==> src/rtl/bbox_pkg.sv <==
// Shared widths, default frame geometry and FSM state encoding for the
// black/white bounding-box detector.
package bbox_pkg;

  localparam int unsigned COORD_W = 10;
  localparam int unsigned COUNT_W = 20;
  localparam int unsigned RUN_W   = 4;

  localparam int unsigned DEF_IMG_W     = 800;
  localparam int unsigned DEF_IMG_H     = 600;
  localparam int unsigned DEF_RUN_MIN   = 3;
  localparam int unsigned DEF_MIN_COUNT = 64;

  typedef logic [1:0] state_t;

  localparam state_t S_IDLE   = 2'd0;
  localparam state_t S_ACTIVE = 2'd1;
  localparam state_t S_DONE   = 2'd2;

endpackage

==> src/rtl/raster_counter.sv <==
// Raster x/y position tracker: advances on each accepted pixel and flags the
// last column of a row and the last pixel of the frame.
module raster_counter
  import bbox_pkg::*;
#(
  parameter int unsigned IMG_W = DEF_IMG_W,
  parameter int unsigned IMG_H = DEF_IMG_H
) (
  input  logic               i_clk,
  input  logic               i_rst_n,
  input  logic               i_clr,
  input  logic               i_en,
  output logic [COORD_W-1:0] o_x,
  output logic [COORD_W-1:0] o_y,
  output logic               o_last_in_row,
  output logic               o_last_in_frame
);

  logic [COORD_W-1:0] x_q, y_q;

  assign o_x             = x_q;
  assign o_y             = y_q;
  assign o_last_in_row   = (x_q == COORD_W'(IMG_W - 1));
  assign o_last_in_frame = o_last_in_row && (y_q == COORD_W'(IMG_H - 1));

  always_ff @(posedge i_clk or negedge i_rst_n) begin
    if (!i_rst_n) begin
      x_q <= '0;
      y_q <= '0;
    end else if (i_clr) begin
      x_q <= '0;
      y_q <= '0;
    end else if (i_en) begin
      if (o_last_in_row) begin
        x_q <= '0;
        y_q <= o_last_in_frame ? '0 : y_q + COORD_W'(1);
      end else begin
        x_q <= x_q + COORD_W'(1);
      end
    end
  end

endmodule

==> src/rtl/bw_bbox_detector.sv <==
// Per-frame bounding box and count of dark pixels belonging to horizontal runs
// of at least RUN_MIN pixels; results held until the next frame completes.
module bw_bbox_detector
  import bbox_pkg::*;
#(
  parameter int unsigned IMG_W     = DEF_IMG_W,
  parameter int unsigned IMG_H     = DEF_IMG_H,
  parameter int unsigned RUN_MIN   = DEF_RUN_MIN,
  parameter int unsigned MIN_COUNT = DEF_MIN_COUNT
) (
  input  logic               i_clk,
  input  logic               i_rst_n,
  input  logic               i_start,
  input  logic               i_valid,
  input  logic               i_bw,
  input  logic [9:0]         i_color,
  output logic               o_busy,
  output logic               o_done,
  output logic               o_found,
  output logic [COUNT_W-1:0] o_count,
  output logic [COORD_W-1:0] o_x_min,
  output logic [COORD_W-1:0] o_x_max,
  output logic [COORD_W-1:0] o_y_min,
  output logic [COORD_W-1:0] o_y_max
);

  state_t             state_q, state_d;
  logic [COORD_W-1:0] x, y, x_first;
  logic               last_in_row, last_in_frame;
  logic               start_frame, accept, hit, new_run;
  logic [RUN_W-1:0]   run_q, run_d;
  logic [COUNT_W-1:0] cnt_q, cnt_d;
  logic [COORD_W-1:0] xmin_q, xmin_d, xmax_q, xmax_d;
  logic [COORD_W-1:0] ymin_q, ymin_d, ymax_q, ymax_d;
  logic               unused_color;

  assign unused_color = ^i_color;
  assign start_frame  = (state_q == S_IDLE) && i_start;
  assign accept       = (state_q == S_ACTIVE) && i_valid;
  // A dark pixel counts once the run reaches RUN_MIN on it or was already there.
  assign hit          = accept && i_bw && (run_q >= RUN_W'(RUN_MIN - 1));
  assign new_run      = run_q != RUN_W'(RUN_MIN);
  assign x_first      = x - COORD_W'(RUN_MIN - 1);

  raster_counter #(
    .IMG_W(IMG_W),
    .IMG_H(IMG_H)
  ) u_raster (
    .i_clk          (i_clk),
    .i_rst_n        (i_rst_n),
    .i_clr          (start_frame),
    .i_en           (accept),
    .o_x            (x),
    .o_y            (y),
    .o_last_in_row  (last_in_row),
    .o_last_in_frame(last_in_frame)
  );

  always_comb begin
    state_d = state_q;
    unique case (state_q)
      S_IDLE:   if (i_start) state_d = S_ACTIVE;
      S_ACTIVE: if (accept && last_in_frame) state_d = S_DONE;
      S_DONE:   state_d = S_IDLE;
      default:  state_d = S_IDLE;
    endcase
  end

  always_comb begin
    run_d  = run_q;
    cnt_d  = cnt_q;
    xmin_d = xmin_q;
    xmax_d = xmax_q;
    ymin_d = ymin_q;
    ymax_d = ymax_q;
    if (start_frame) begin
      run_d  = '0;
      cnt_d  = '0;
      xmin_d = '1;
      ymin_d = '1;
      xmax_d = '0;
      ymax_d = '0;
    end else if (accept) begin
      if (!i_bw) run_d = '0;
      else if (new_run) run_d = run_q + RUN_W'(1);
      if (hit) begin
        if (new_run) begin
          cnt_d = cnt_q + COUNT_W'(RUN_MIN);
          if (x_first < xmin_q) xmin_d = x_first;
        end else begin
          cnt_d = cnt_q + COUNT_W'(1);
        end
        if (x > xmax_q) xmax_d = x;
        if (y < ymin_q) ymin_d = y;
        if (y > ymax_q) ymax_d = y;
      end
      if (last_in_row) run_d = '0;
    end
  end

  always_ff @(posedge i_clk or negedge i_rst_n) begin
    if (!i_rst_n) begin
      state_q <= S_IDLE;
      run_q   <= '0;
      cnt_q   <= '0;
      xmin_q  <= '0;
      xmax_q  <= '0;
      ymin_q  <= '0;
      ymax_q  <= '0;
    end else begin
      state_q <= state_d;
      run_q   <= run_d;
      cnt_q   <= cnt_d;
      xmin_q  <= xmin_d;
      xmax_q  <= xmax_d;
      ymin_q  <= ymin_d;
      ymax_q  <= ymax_d;
    end
  end

  // Results are captured from next-state values so they are valid with o_done.
  always_ff @(posedge i_clk or negedge i_rst_n) begin
    if (!i_rst_n) begin
      o_count <= '0;
      o_x_min <= '0;
      o_x_max <= '0;
      o_y_min <= '0;
      o_y_max <= '0;
    end else if (accept && last_in_frame) begin
      o_count <= cnt_d;
      if (cnt_d == '0) begin
        o_x_min <= '0;
        o_x_max <= '0;
        o_y_min <= '0;
        o_y_max <= '0;
      end else begin
        o_x_min <= xmin_d;
        o_x_max <= xmax_d;
        o_y_min <= ymin_d;
        o_y_max <= ymax_d;
      end
    end
  end

  assign o_busy  = (state_q == S_ACTIVE);
  assign o_done  = (state_q == S_DONE);
  assign o_found = (o_count >= COUNT_W'(MIN_COUNT));

endmodule

==> config.mk <==
export PLATFORM = sky130hd
export DESIGN_NAME = bw_bbox_detector
export DESIGN_NICKNAME = d
export VERILOG_FILES = /design/src/rtl/bbox_pkg.sv /design/src/rtl/raster_counter.sv /design/src/rtl/bw_bbox_detector.sv
export SDC_FILE = /design/constraint.sdc
export NUM_CORES = 1
export LEC_CHECK = 0
export CAP_MARGIN = 30
export CORE_MARGIN = 2
export CORE_UTILIZATION = 35
export DETAILED_ROUTE_END_ITERATION = 8
export GPL_ROUTABILITY_DRIVEN = 0
export GPL_TIMING_DRIVEN = 0
export MAX_ROUTING_LAYER = met4
export PLACE_DENSITY_LB_ADDON = 0.25
export REMOVE_ABC_BUFFERS = 1
export SLEW_MARGIN = 20
export SYNTH_ARGS = -nofsm -noshare
export SYNTH_HDL_FRONTEND = slang
export SYNTH_SLANG_ARGS = --single-unit
==> constraint.sdc <==
create_clock -name i_clk -period 4.6 [get_ports i_clk]
set_clock_uncertainty 0.15 [all_clocks]
set_input_delay 0.92 -clock i_clk [delete_from_list [all_inputs] [get_ports i_clk]]
set_output_delay 0.92 -clock i_clk [all_outputs]
set_load 0.01 [all_outputs]
==> summary.md, run 1 <==
| Metric | Value |
|---|---|
| Cell Area, Synth | 7820 um2 |
| Area delta synth->final | 21.0% |
| Fraction of layout cells with a size suffix above 1 | 7.32% |
| Hold slack | 0.304 ns |
| Category of the worst setup path launch point | flop |
| Async S/R FF share, synth | 100% |
| Unrepaired setup endpoints after global routing | false |
| Total power after layout | 3900 uW |
| Final setup violation count | 0 |
| Worst-margin pin slew | 0.836 ns |
| Mean Syn Cell Area | ~9.2 um2 |
| Sequential share of the synthesized area | between 40% and 50% |
| Number of slew-limit violations in the final report | 0 |
| Buffer type at the clock tree root | clkbuf_16 |
| Yosys top cell area share | 46.7% |
| Worst-case reg-to-reg path depth | 14 |
| Number of distinct library cell variants in the gate-level netlist after synthesis | between 60 and 70 |
| Sequential group share of total power | 40.4% |
| Number of enable flip-flop cells after synthesis | 0 |
| LEAKAGE | 0.00449 uW |
| List of most frequent post-synthesis cells | dfrtp_1 (146), nand2_1 (127), nor2_1 (82) |
| Iteration-0 DRC Markers | approximately 300 |
| Area occupied by multi-input gates | roughly 3800 um2 |
| Port-buffer cells | 67 |
| Net count, final | 964 |
| Post-DP HPWL | 12700 um |
| Total CTS buffers | 17 |
| Switching fraction of total power | 30.8% |
| Register clock-pin slew on the reported worst setup and hold paths | 0.06 ns |
| Skew-Pair Late Insertion Delay | 0.42 ns |
| Starting utilization of the core area | roughly 36% |
| Upper clock frequency limit | 232 MHz |
| Overall via count from detail_route | between 6000 and 7000 |
| Final Critical Period | between 4 and 5 ns |
| CTS sink cnt | about 150 |
| Number of iterations in the first detailed-routing pass | 4 |
| Antenna-violating nets left | 0 |
| Number of antenna violations at the first check in global routing | 0 |
| Pre-CTS setup slack | -0.209 ns |
| Class of the most critical setup path | reg2reg |
| Area of the placeable core | 21900 um2 |
| Reg-to-reg setup timing slack | between 0.2 and 0.3 ns |
| Pin count of the biggest net entering global routing | 75 |
| Maxcap violations | 0 |
| CP arrival | 4.42 ns |
| Cell type with the largest total area after synthesis | dfrtp_1 |
| Max IR drop VDD | 239 uV |
| Most common flop cell mapped by yosys | dfrtp_1 |
| CTS tree | built |
| Global routing's busiest layer | met2 |
| Global Route met1 Usage | 22.2% |
| Core occupancy in the finished layout | between 40% and 50% |
| CTS HTree Levels | 4 |
| Number of core rows | 54 |
| Count of state elements after synthesis | 146 |
| Die Footprint | 23600 um2 |
| Final worst-path setup slack | 0.296 ns |
| Number of warning messages in the yosys log | 0 |
| Clock network fraction of total power | 36.3% |
| Global-route usage over all layers | 16.7% |
| Met2 demand-to-capacity share in global routing | about a quarter |
| Die extent in x | 154 um |
| Overall die height | between 150 and 200 um |
| Logic pwr share | 23.2% |
| Fill cells | roughly 2200 |
| Period utilisation layout | approximately 94% |
| Critical R2R Capture | o_y_min[0]$_DFFE_PN0P_ |
| Startpoint of the worst-slack reg-to-reg timing path | run_q[1]$_DFFE_PN0P_ |
| Antenna cells | 0 |
| DR WL/cell | approximately 15 um |
| I/O pin count | 78 |
| Endpoints failing hold | 0 |
| Total overflow reported by the global router | 0 |
| Global-route wire length before repair | approximately 31000 um |
| Most instantiated library cell after synthesis | dfrtp_1 |
| Met3 Resource Use GR | 4.03% |
| Total wire length | 18000 um |
| Syn Inst Count | approximately 850 |
| Maximum fanout count along the critical path | 13 |
| Class of the worst hold path | in2async |
| Power Dens Cells | 412 nW/um2 |
| Critical path capture point type | flop |
| CP required | 4.72 ns |
| Ratio of routed vias to standard cells | around 5.0 |
| Drt drc | 0 |
| Result of the run | completed |
| CTS Buffer Depth | 2 |
| Slew HR | between 40 and 50% |
| Total internal power | 2700 uW |
| Synth top area cells | dfrtp_1 (47%), ha_1 (7.2%), nand2_1 (6.1%) |
| Net switching power figure | between 1000 and 1500 uW |
| Via count of the first global-routing pass | 6165 |
| Area taken by flip-flops and latches | 3650 um2 |
| Final setup TNS | 0 ns |
-- stage by stage --
| step | std cells | cell area [um2] |
|---|---|---|
| 2_1_floorplan | 802 | 7630 |
| 3_3_place_gp | 1149 | 8650 |
| 4_1_cts | 1194 | 9450 |
| 3_5_place_dp | 1163 | 8850 |
| 6_report | 1195 | 9470 |
| 5_1_grt | 1195 | 9470 |
-- timing repair --
action | in CTS | in global routing
resized for setup | 0 | 1
setup endpoints to repair | 0 | 37
setup buffers | 0 | 1
hold buffers | 0 | 0
-- final cells by class --
class / count / share of cell area, %
Tap cell: 280 / 3.70
Clock buffer: 24 / 5.41
Multi-Input combinational cell: 591 / 39.9
Timing Repair Buffer: 82 / 8.80
Inverter: 65 / 2.58
Sequential cell: 146 / 38.6
Clock inverter: 7 / 1.02
-- power groups by stage --
stage | logic, uW | registers (uW) | clock network, uW
detailed placement | 908 | 1600 | 0
CTS | 918 | 1580 | 1440
global route | 1040 | 1610 | 1520
floorplan | 676 | 1550 | 0
finish | 906 | 1580 | 1420
global placement | 862 | 1600 | 0
-- worst max-delay path, stage by stage (launching register included) --
cell	delay, ns
dfrtp_1	0.44
ha_1	0.22
nor2b_1	0.15
nand2b_1	0.15
inv_1	0.10
fa_1	0.43
nand4b_1	0.26
or3_1	0.52
o31a_1	0.35
nor4_1	0.28
nand4_1	0.21
a2111oi_4	0.38
buf_6	0.21
buf_4	0.22
a211oi_1	0.07
-- metal layers --
metal / wire length, um / up-vias
li1: - / 3042
met1: 8770 / 2894
met2: 8460 / 73
met3: 570 / 16
met4: 200 / 0
met5: 0 / -
-- how the worst max path moves through the flow --
stage | slack, ns | endpoint | from
3_5_place_dp | -0.21 | o_y_min[0]$_DFFE_PN0P_ | i_valid
4_1_cts | 0.02 | o_y_min[0]$_DFFE_PN0P_ | run_q[1]$_DFFE_PN0P_
5_1_grt | 0.001 | o_y_min[0]$_DFFE_PN0P_ | run_q[1]$_DFFE_PN0P_
3_3_place_gp | -5.68 | o_y_min[4]$_DFFE_PN0P_ | i_start
6_report | 0.30 | o_y_min[0]$_DFFE_PN0P_ | run_q[1]$_DFFE_PN0P_
2_1_floorplan | -1.54 | o_x_min[4]$_DFFE_PN0P_ | i_start
-- cell families after synthesis --
family	share of synthesized area (%)
AND/OR/NAND/NOR	21.4
flip-flops	46.7
AO/OA/AOI/OAI	11.9
buffers and inverters	5.57
adder cells (fa/ha/maj)	7.45
multiplexers	4.14
XOR/XNOR	2.80
-- layout by cell type, fill, tap and decap left out, types with 3 or more instances in the layout --
cell             synthesis  layout
inv_1                   64      64
nor4_1                  11      11
nor3_1                  16      15
o21ai_0                 30      30
nand2_1                127     127
mux2i_1                 29      29
clkbuf_8                 0       6
o21a_1                  14      14
a211oi_1                12      12
nor2b_1                 10      10
and4_1                   7       7
a21oi_2                  1       3
mux2_2                   3       3
and3_1                  10      10
nor2_1                  82      82
nand3_1                 16      16
a21o_1                  11      11
xnor2_1                 12      12
or4_1                    4       3
buf_4                    2       8
a31oi_1                  4       4
nand4_1                 19      19
nand2b_1                 5       5
or3_1                   20      20
dfrtp_1                146     146
clkdlybuf4s50_1          0      66
clkinvlp_4               0       3
ha_1                    45      45
a21oi_1                 41      39
buf_6                    2       4
o31ai_1                  4       3
o211ai_1                 5       5
clkbuf_16                0      17
nand4b_1                 4       4
xor2_1                  13      13
-- state kept, by name (all words and copies together), names as in the netlist --
name	flops
cnt_q	20
run_q	4
xmin_q	10
u_raster.o_y	10
o_x_min	10
o_count	20
o_x_max	10
ymin_q	10
xmax_q	10
ymax_q	10
u_raster.o_x	10
state_q	2
o_y_max	10
o_y_min	10
Power figures use the tool's default switching activity.
==> inputs of run 2 (changes only) <==
--- a/config.mk
+++ b/config.mk
@@ -6,6 +6,7 @@
 export NUM_CORES = 1
 export LEC_CHECK = 0
 export CAP_MARGIN = 30
+export CORE_ASPECT_RATIO = 1.5
 export CORE_MARGIN = 2
 export CORE_UTILIZATION = 35
 export DETAILED_ROUTE_END_ITERATION = 8
==> run 2 against run 1 <==
  * Clock-buffer cell count is 4 lower
  * Routed wire length is 3.3% higher
  * Critical path depth did not move
  * Non-clock buffer count grew 1
  * Sequential power barely moved
  * Global-route usage up 0.13 points
  * Largest cell class unchanged
==> summary.md, run 2 (synthesized netlist as in run 1, its figures left out) <==
| Metric | Value |
|---|---|
| Result of the run | completed |
| Global-route usage over all layers | 16.9% (+0.13 points) |
| Most common library cell in the layout ignoring fill and taps | dfrtp_1 |
| Total wire length | 18600 um (+3.3%) |
| Port-buffer cells | 67 (unchanged) |
| Overall die height | 187 um (+22%) |
| Number of iterations in the first detailed-routing pass | 4 (unchanged) |
| Category of the worst setup path launch point | flop |
| Maxcap violations | 0 (unchanged) |
| Total of hold buffers inserted after clock tree synthesis | 0 (unchanged) |
| DR WL/cell | 15.6 um (+3.6%) |
| Area of the placeable core | 22100 um2 (+1.1%) |
| Pin count of the biggest net entering global routing | 82 (+9.3%) |
| CP arrival | 4.36 ns (-0.06 ns) |
| Buffer type at the clock tree root | clkbuf_16 |
| Global-route wire length before repair | 31000 um (-0.68%) |
| Net count, final | 965 (+0.10%) |
| CP required | 4.71 ns (about the same) |
| Maximum fanout count along the critical path | 13 (unchanged) |
| Area occupied by multi-input gates | 3780 um2 (+0.13%) |
| Fraction of layout cells with a size suffix above 1 | 7.64% (+0.32 points) |
| Cell mode on critical path | buf_4 |
| Antenna-violating nets left | 0 (unchanged) |
| Met2 demand-to-capacity share in global routing | 28.9% (+2.9 points) |
| Number of slew-limit violations in the final report | 0 (unchanged) |
| Critical path capture point type | flop |
| Drt drc | 0 (unchanged) |
| CTS sink cnt | 146 (unchanged) |
| Number of antenna violations at the first check in global routing | 0 (unchanged) |
| Hold slack | 0.291 ns (-0.0131 ns) |
| Class of the most critical setup path | reg2reg |
| Fill cells | 2212 (+2.7%) |
| Via count of the first global-routing pass | 6133 (-0.52%) |
| Final setup violation count | 0 (unchanged) |
| CTS HTree Levels | 4 (unchanged) |
| Register clock-pin slew on the reported worst setup and hold paths | 0.06 ns (about the same) |
| Total power after layout | 3840 uW (-1.5%) |
| LEAKAGE | 0.00450 uW (+0.27%) |
| Maximum cell stage delay along the critical path | 0.45 ns (-0.07 ns) |
| Area taken by flip-flops and latches | 3650 um2 (unchanged) |
| Slowest stage cell on the critical path | dfrtp_1 |
| Skew-Pair Late Insertion Delay | 0.43 ns (about the same) |
| Class of the worst hold path | in2async |
| Fin cells | 1192 (-0.25%) |
| Core occupancy in the finished layout | 42.7% (-0.52 points) |
| Number of core rows | 67 (+24%) |
| Post-DP HPWL | 13200 um (+4.1%) |
| Global Route met1 Usage | 19.4% (-2.8 points) |
| Global routing's busiest layer | met2 |
| CTS tree | built |
| Worst-margin pin slew | 0.841 ns (+0.00451 ns) |
| Die extent in x | 126 um (-18%) |
| Largest registers | cnt_q: 20 flops, o_count: 20 flops |
| Max IR drop VDD | 274 uV (+15%) |
| Met3 Resource Use GR | 3.23% (-0.80 points) |
| Endpoints failing hold | 0 (unchanged) |
| Power Dens Cells | 406 nW/um2 (-1.4%) |
| Starting utilization of the core area | 35.4% (-0.39 points) |
| Cell-by-cell listing of the critical path | ha_1, nor2b_1, nand2b_1, inv_1, fa_1, nand4b_1, or3_4, o31a_1, nor4_1, nand4_1, a2111oi_4, buf_4, buf_4, a211oi_1 |
| Ratio of routed vias to standard cells | 5.20 (+3.1%) |
| Final Critical Period | 4.24 ns (-0.0621 ns) |
| Area delta synth->final | 20.9% |
| Antenna cells | 0 (unchanged) |
| CTS Buffer Depth | 2 (unchanged) |
| I/O pin count | 78 (unchanged) |
| Unrepaired setup endpoints after global routing | false |
| Most frequent cells in the layout | dfrtp_1 (146), nand2_1 (127), nor2_1 (82) |
| Upper clock frequency limit | 236 MHz (+1.5%) |
| Iteration-0 DRC Markers | 280 (-7.0%) |
| Total CTS buffers | 17 (unchanged) |
| Total overflow reported by the global router | 0 (unchanged) |
| Die Footprint | 23600 um2 (+0.11%) |
| Slew HR | 43.9% (-0.30 points) |
| Dpl cells | 1159 (-0.34%) |
| Period utilisation layout | 92.2% (-1.3 points) |
| Overall via count from detail_route | 6198 (+2.9%) |
[run 2: per-stage QoR]
| stage | TNS [ns] | cell area [um2] | setup slack (ns) |
|---|---|---|---|
| floorplan | -68.36 | 7630 | -1.54 |
| global placement | -1021.75 | 8650 | -5.84 |
| detailed placement | -2.25 | 8850 | -0.130 |
| CTS | 0 | 9440 | 0.0364 |
| global route | 0 | 9460 | 0.0742 |
| finish | 0 | 9460 | 0.358 |
[run 2: what timing repair did]
item | in CTS | in global routing
resized for setup | 1 | 1
setup buffers | 0 | 2
pin swaps | 1 | 1
setup endpoints to repair | 25 | 37
[run 2: path summary, 6_finish.rpt]
check                      cells after the start              startpoint                      to  slack [ns]
max                                           14    run_q[1]$_DFFE_PN0P_  o_x_min[0]$_DFFE_PN0P_        0.36
min in group i_clk                             2  o_count[4]$_DFFE_PN0P_  o_count[4]$_DFFE_PN0P_        0.33
min reg2reg                                    2  o_count[4]$_DFFE_PN0P_  o_count[4]$_DFFE_PN0P_        0.33
max reg2reg                                   14    run_q[1]$_DFFE_PN0P_  o_x_min[0]$_DFFE_PN0P_        0.36
min                                            1                 i_rst_n  o_count[5]$_DFFE_PN0P_        0.29
max in group asynchronous                      2                 i_rst_n     xmax_q[4]$_DFF_PN0_        3.20
[run 2: power breakdown]
part	internal [uW]	switching [uW]	leakage [uW]
Clock	831	533	0.000291
Combinational	386	513	0.00225
Sequential	1430	149	0.00195
[run 2: routing by layer]
layer	share of wire [%]	up-vias
li1	-	3034
met1	43	3043
met2	53	100
met3	2.9	21
met4	1.8	0
met5	0	-
[run 2: final cells by class]
cell class	instances	area share, %
Clock inverter	11	1.18
Sequential cell	146	38.6
Clock buffer	20	4.94
Inverter	65	2.58
Timing Repair Buffer	83	9.01
Multi-Input combinational cell	591	40.0
Tap cell	276	3.65
[run 2: critical path: cells and delay by family, from the launching register on]
family | cells | cell delay (ns)
simple gates | 6 | 1.55
compound gates | 3 | 0.77
fa+ha+maj | 2 | 0.65
buf+inv | 3 | 0.48
flops | 1 | 0.45
==> inputs of run 3 (changes only) <==
--- a/config.mk
+++ b/config.mk
@@ -5,7 +5,10 @@
 export SDC_FILE = /design/constraint.sdc
 export NUM_CORES = 1
 export LEC_CHECK = 0
+export ABC_AREA = 1
 export CAP_MARGIN = 30
+export CELL_PAD_IN_SITES_DETAIL_PLACEMENT = 0
+export CELL_PAD_IN_SITES_GLOBAL_PLACEMENT = 1
 export CORE_ASPECT_RATIO = 1.5
 export CORE_MARGIN = 2
 export CORE_UTILIZATION = 35
==> run 3 against run 2 <==
  * Combinational power increased by 30%
  * Critical path type unchanged
  * Total power rose by 9.9%
  * Maximum frequency is essentially flat
  * Global-route usage up 1.5 points
  * Register-to-register slack hardly changed
  * Clock-buffer cell count up 2
  * Clock power up 5%
  * Critical path depth rose by 3
  * Critical endpoint unchanged
  * Final cell count rose by 26%
  * Sequential share of layout area decreased by 2.0 points
==> summary.md, run 3 <==
| Metric | Value |
|---|---|
| Die extent in x | 130 um (+3.2%) |
| Final setup TNS | 0 ns (unchanged) |
| CP arrival | 4.41 ns (+0.05 ns) |
| Final Critical Period | 4.24 ns (+0.00230 ns) |
| Slew HR | 46.2% (+2.4 points) |
| Antenna-violating nets left | 0 (unchanged) |
| Maxcap violations | 0 (unchanged) |
| Largest registers | cnt_q: 20 flops, o_count: 20 flops |
| Max IR drop VDD | 251 uV (-8.5%) |
| Slowest stage cell on the critical path | nor2_1 |
| List of most frequent post-synthesis cells | nand2_1 (354), inv_1 (166), dfrtp_1 (146) |
| Yosys top cell area share | 43.7% (-3.0 points) |
| Pin count of the biggest net entering global routing | 80 (-2.4%) |
| Upper clock frequency limit | 236 MHz (about the same) |
| Register clock-pin slew on the reported worst setup and hold paths | 0.06 ns (about the same) |
| Critical path capture point type | flop |
| Starting utilization of the core area | 35.5% (+0.10 points) |
| Overall via count from detail_route | 7025 (+13%) |
| Worst-margin pin slew | 0.803 ns (-0.0380 ns) |
| Via count of the first global-routing pass | 7044 (+15%) |
| Most common library cell in the layout ignoring fill and taps | nand2_1 |
| Cell type with the largest total area after synthesis | dfrtp_1 |
| Result of the run | completed |
| Category of the worst setup path launch point | flop |
| Setup repair bufs after CTS | 0 (unchanged) |
| DR WL/cell | 13.9 um (-11%) |
| Most frequent cells in the layout | nand2_1 (352), inv_1 (166), dfrtp_1 (146) |
| Buffer type at the clock tree root | clkbuf_16 |
| Skew-Pair Late Insertion Delay | 0.43 ns (about the same) |
| Most instantiated library cell after synthesis | nand2_1 |
| Number of antenna violations at the first check in global routing | 0 (unchanged) |
| Count of state elements after synthesis | 146 (unchanged) |
| Maximum cell stage delay along the critical path | 0.61 ns (+0.16 ns) |
| Period utilisation layout | 92.3% (about the same) |
| Number of warning messages in the yosys log | 0 (unchanged) |
| Overall die height | 193 um (+3.3%) |
| Most common flop cell mapped by yosys | dfrtp_1 |
| Number of enable flip-flop cells after synthesis | 0 (unchanged) |
| Total power after layout | 4220 uW (+9.9%) |
| Cell Area, Synth | 8360 um2 (+6.8%) |
| CTS tree | built |
| Global-route wire length before repair | 35500 um (+14%) |
| Area delta synth->final | 19.2% |
| Post-DP HPWL | 14500 um (+10%) |
| Cell-by-cell listing of the critical path | inv_1, ha_1, nand3_1, nor3_1, xor2_1, ha_1, a21oi_1, o21a_1, nand2_1, nor2_1, nand3_2, nand2_1, nand3_1, nand2_1, inv_1, nand2_2, nand2_1 |
| Die Footprint | 25200 um2 (+6.6%) |
| Drt drc | 0 (unchanged) |
| Iteration-0 DRC Markers | 291 (+3.9%) |
| Number of slew-limit violations in the final report | 0 (unchanged) |
| Net count, final | 1235 (+28%) |
| Number of iterations in the first detailed-routing pass | 4 (unchanged) |
| Final setup violation count | 0 (unchanged) |
| Synth top area cells | dfrtp_1 (44%), nand2_1 (16%), inv_1 (7.5%) |
| Async S/R FF share, synth | 100% (unchanged) |
| Global-route usage over all layers | 18.4% (+1.5 points) |
| Number of core rows | 69 (+3.0%) |
| Class of the worst hold path | in2async |
| Port-buffer cells | 67 (unchanged) |
| Sequential share of the synthesized area | 43.7% (-3.0 points) |
| Fraction of layout cells with a size suffix above 1 | 7.50% (-0.14 points) |
| Class of the most critical setup path | reg2reg |
| Total CTS buffers | 17 (unchanged) |
| I/O pin count | 78 (unchanged) |
| Unrepaired setup endpoints after global routing | false |
| Core occupancy in the finished layout | 42.3% (-0.47 points) |
| Mean Syn Cell Area | 7.45 um2 (-19%) |
| Total wire length | 20900 um (+12%) |
| CP required | 4.77 ns (+0.06 ns) |
| Maximum fanout count along the critical path | 11 (-2) |
| Total overflow reported by the global router | 0 (unchanged) |
| CTS sink cnt | 146 (unchanged) |
| Number of distinct library cell variants in the gate-level netlist after synthesis | 36 (-42%) |
| CTS HTree Levels | 4 (unchanged) |
| Cell mode on critical path | nand2_1 |
| Antenna cells | 0 (unchanged) |
| CTS Buffer Depth | 2 (unchanged) |
| Ratio of routed vias to standard cells | 4.66 (-10%) |
| Power Dens Cells | 424 nW/um2 (+4.3%) |
| Endpoints failing hold | 0 (unchanged) |
| LEAKAGE | 0.00532 uW (+18%) |
| Syn Inst Count | 1121 (+33%) |
| Area of the placeable core | 23600 um2 (+6.5%) |
==> run 3: per-stage QoR <==
stage,instance area [um2],hold WS (ns),setup WS [ns],instances
5_1_grt,9960,0.322,0.0675,1506
4_1_cts,9950,0.305,0.209,1506
3_3_place_gp,9230,0.312,-4.02,1469
3_5_place_dp,9360,0.314,0.245,1474
6_report,9960,0.279,0.356,1506
2_1_floorplan,8160,0.317,0.763,1083
==> run 3: path summary, 6_finish.rpt <==
| check | startpoint | to | slack, ns | depth (start not counted) |
|---|---|---|---|---|
| worst max register to register | u_raster.o_x[1]$_DFFE_PN0P_ | o_x_min[0]$_DFFE_PN0P_ | 0.36 | 17 |
| min in group i_clk | o_x_min[2]$_DFFE_PN0P_ | o_x_min[2]$_DFFE_PN0P_ | 0.32 | 2 |
| worst min register to register | o_x_min[2]$_DFFE_PN0P_ | o_x_min[2]$_DFFE_PN0P_ | 0.32 | 2 |
| worst max-delay path | u_raster.o_x[1]$_DFFE_PN0P_ | o_x_min[0]$_DFFE_PN0P_ | 0.36 | 17 |
| max in group asynchronous | i_rst_n | o_x_min[7]$_DFFE_PN0P_ | 3.21 | 2 |
| worst min-delay path | i_rst_n | o_y_max[6]$_DFFE_PN0P_ | 0.28 | 1 |
==> run 3: timing repair <==
item                                    CTS  global route
endpoints found under the setup margin    0            10
hold buffers                              0             0
gates resized for setup                   0             1
==> run 3: metal layers <==
layer | vias to the layer above | track usage (%) | share of wire, %
met5 | - | - | 0
met4 | 0 | 7.41 | 2.3
met3 | 29 | 3.29 | 2.8
met2 | 91 | 30.9 | 52
met1 | 3272 | 21.5 | 43
li1 | 3633 | - | -
==> run 3: layout make-up <==
type                       count  area [um2]
fill                        2481       13600
multi-input combinational    765        3890
sequential                   146        3650
timing repair buffer          72         776
inverter                     172         646
clock buffer                  22         464
tap                          319         399
clock inverter                10         133
==> run 3: worst max-delay path: cells and delay by family (launching register included) <==
family	cells	cell delay, ns
and+or+nand+nor	10	1.96
adders and majority gates	2	0.56
DFF	1	0.46
xor gates and xnor gates	1	0.39
buffers and inverters	2	0.33
AOI/OAI and AO/OA	2	0.26
==> run 3: kinds of logic (layout without fill, tap and decap cells) <==
logic type	after synthesis	count (layout)	synth area share, %
compound gates	82	82	5.44
flops	146	146	43.7
xor+xnor	11	11	1.15
buf+inv	210	276	10.1
fa+ha+maj	46	46	6.98
simple gates	626	626	32.6
==> run 3: power breakdown <==
part           switching [uW]  leakage (uW)  total [uW]  internal [uW]
registers                 178       0.00177        1620           1440
clock network             555      0.000286        1430            877
logic                     782       0.00326        1170            385
total                    1510       0.00532        4220           2710
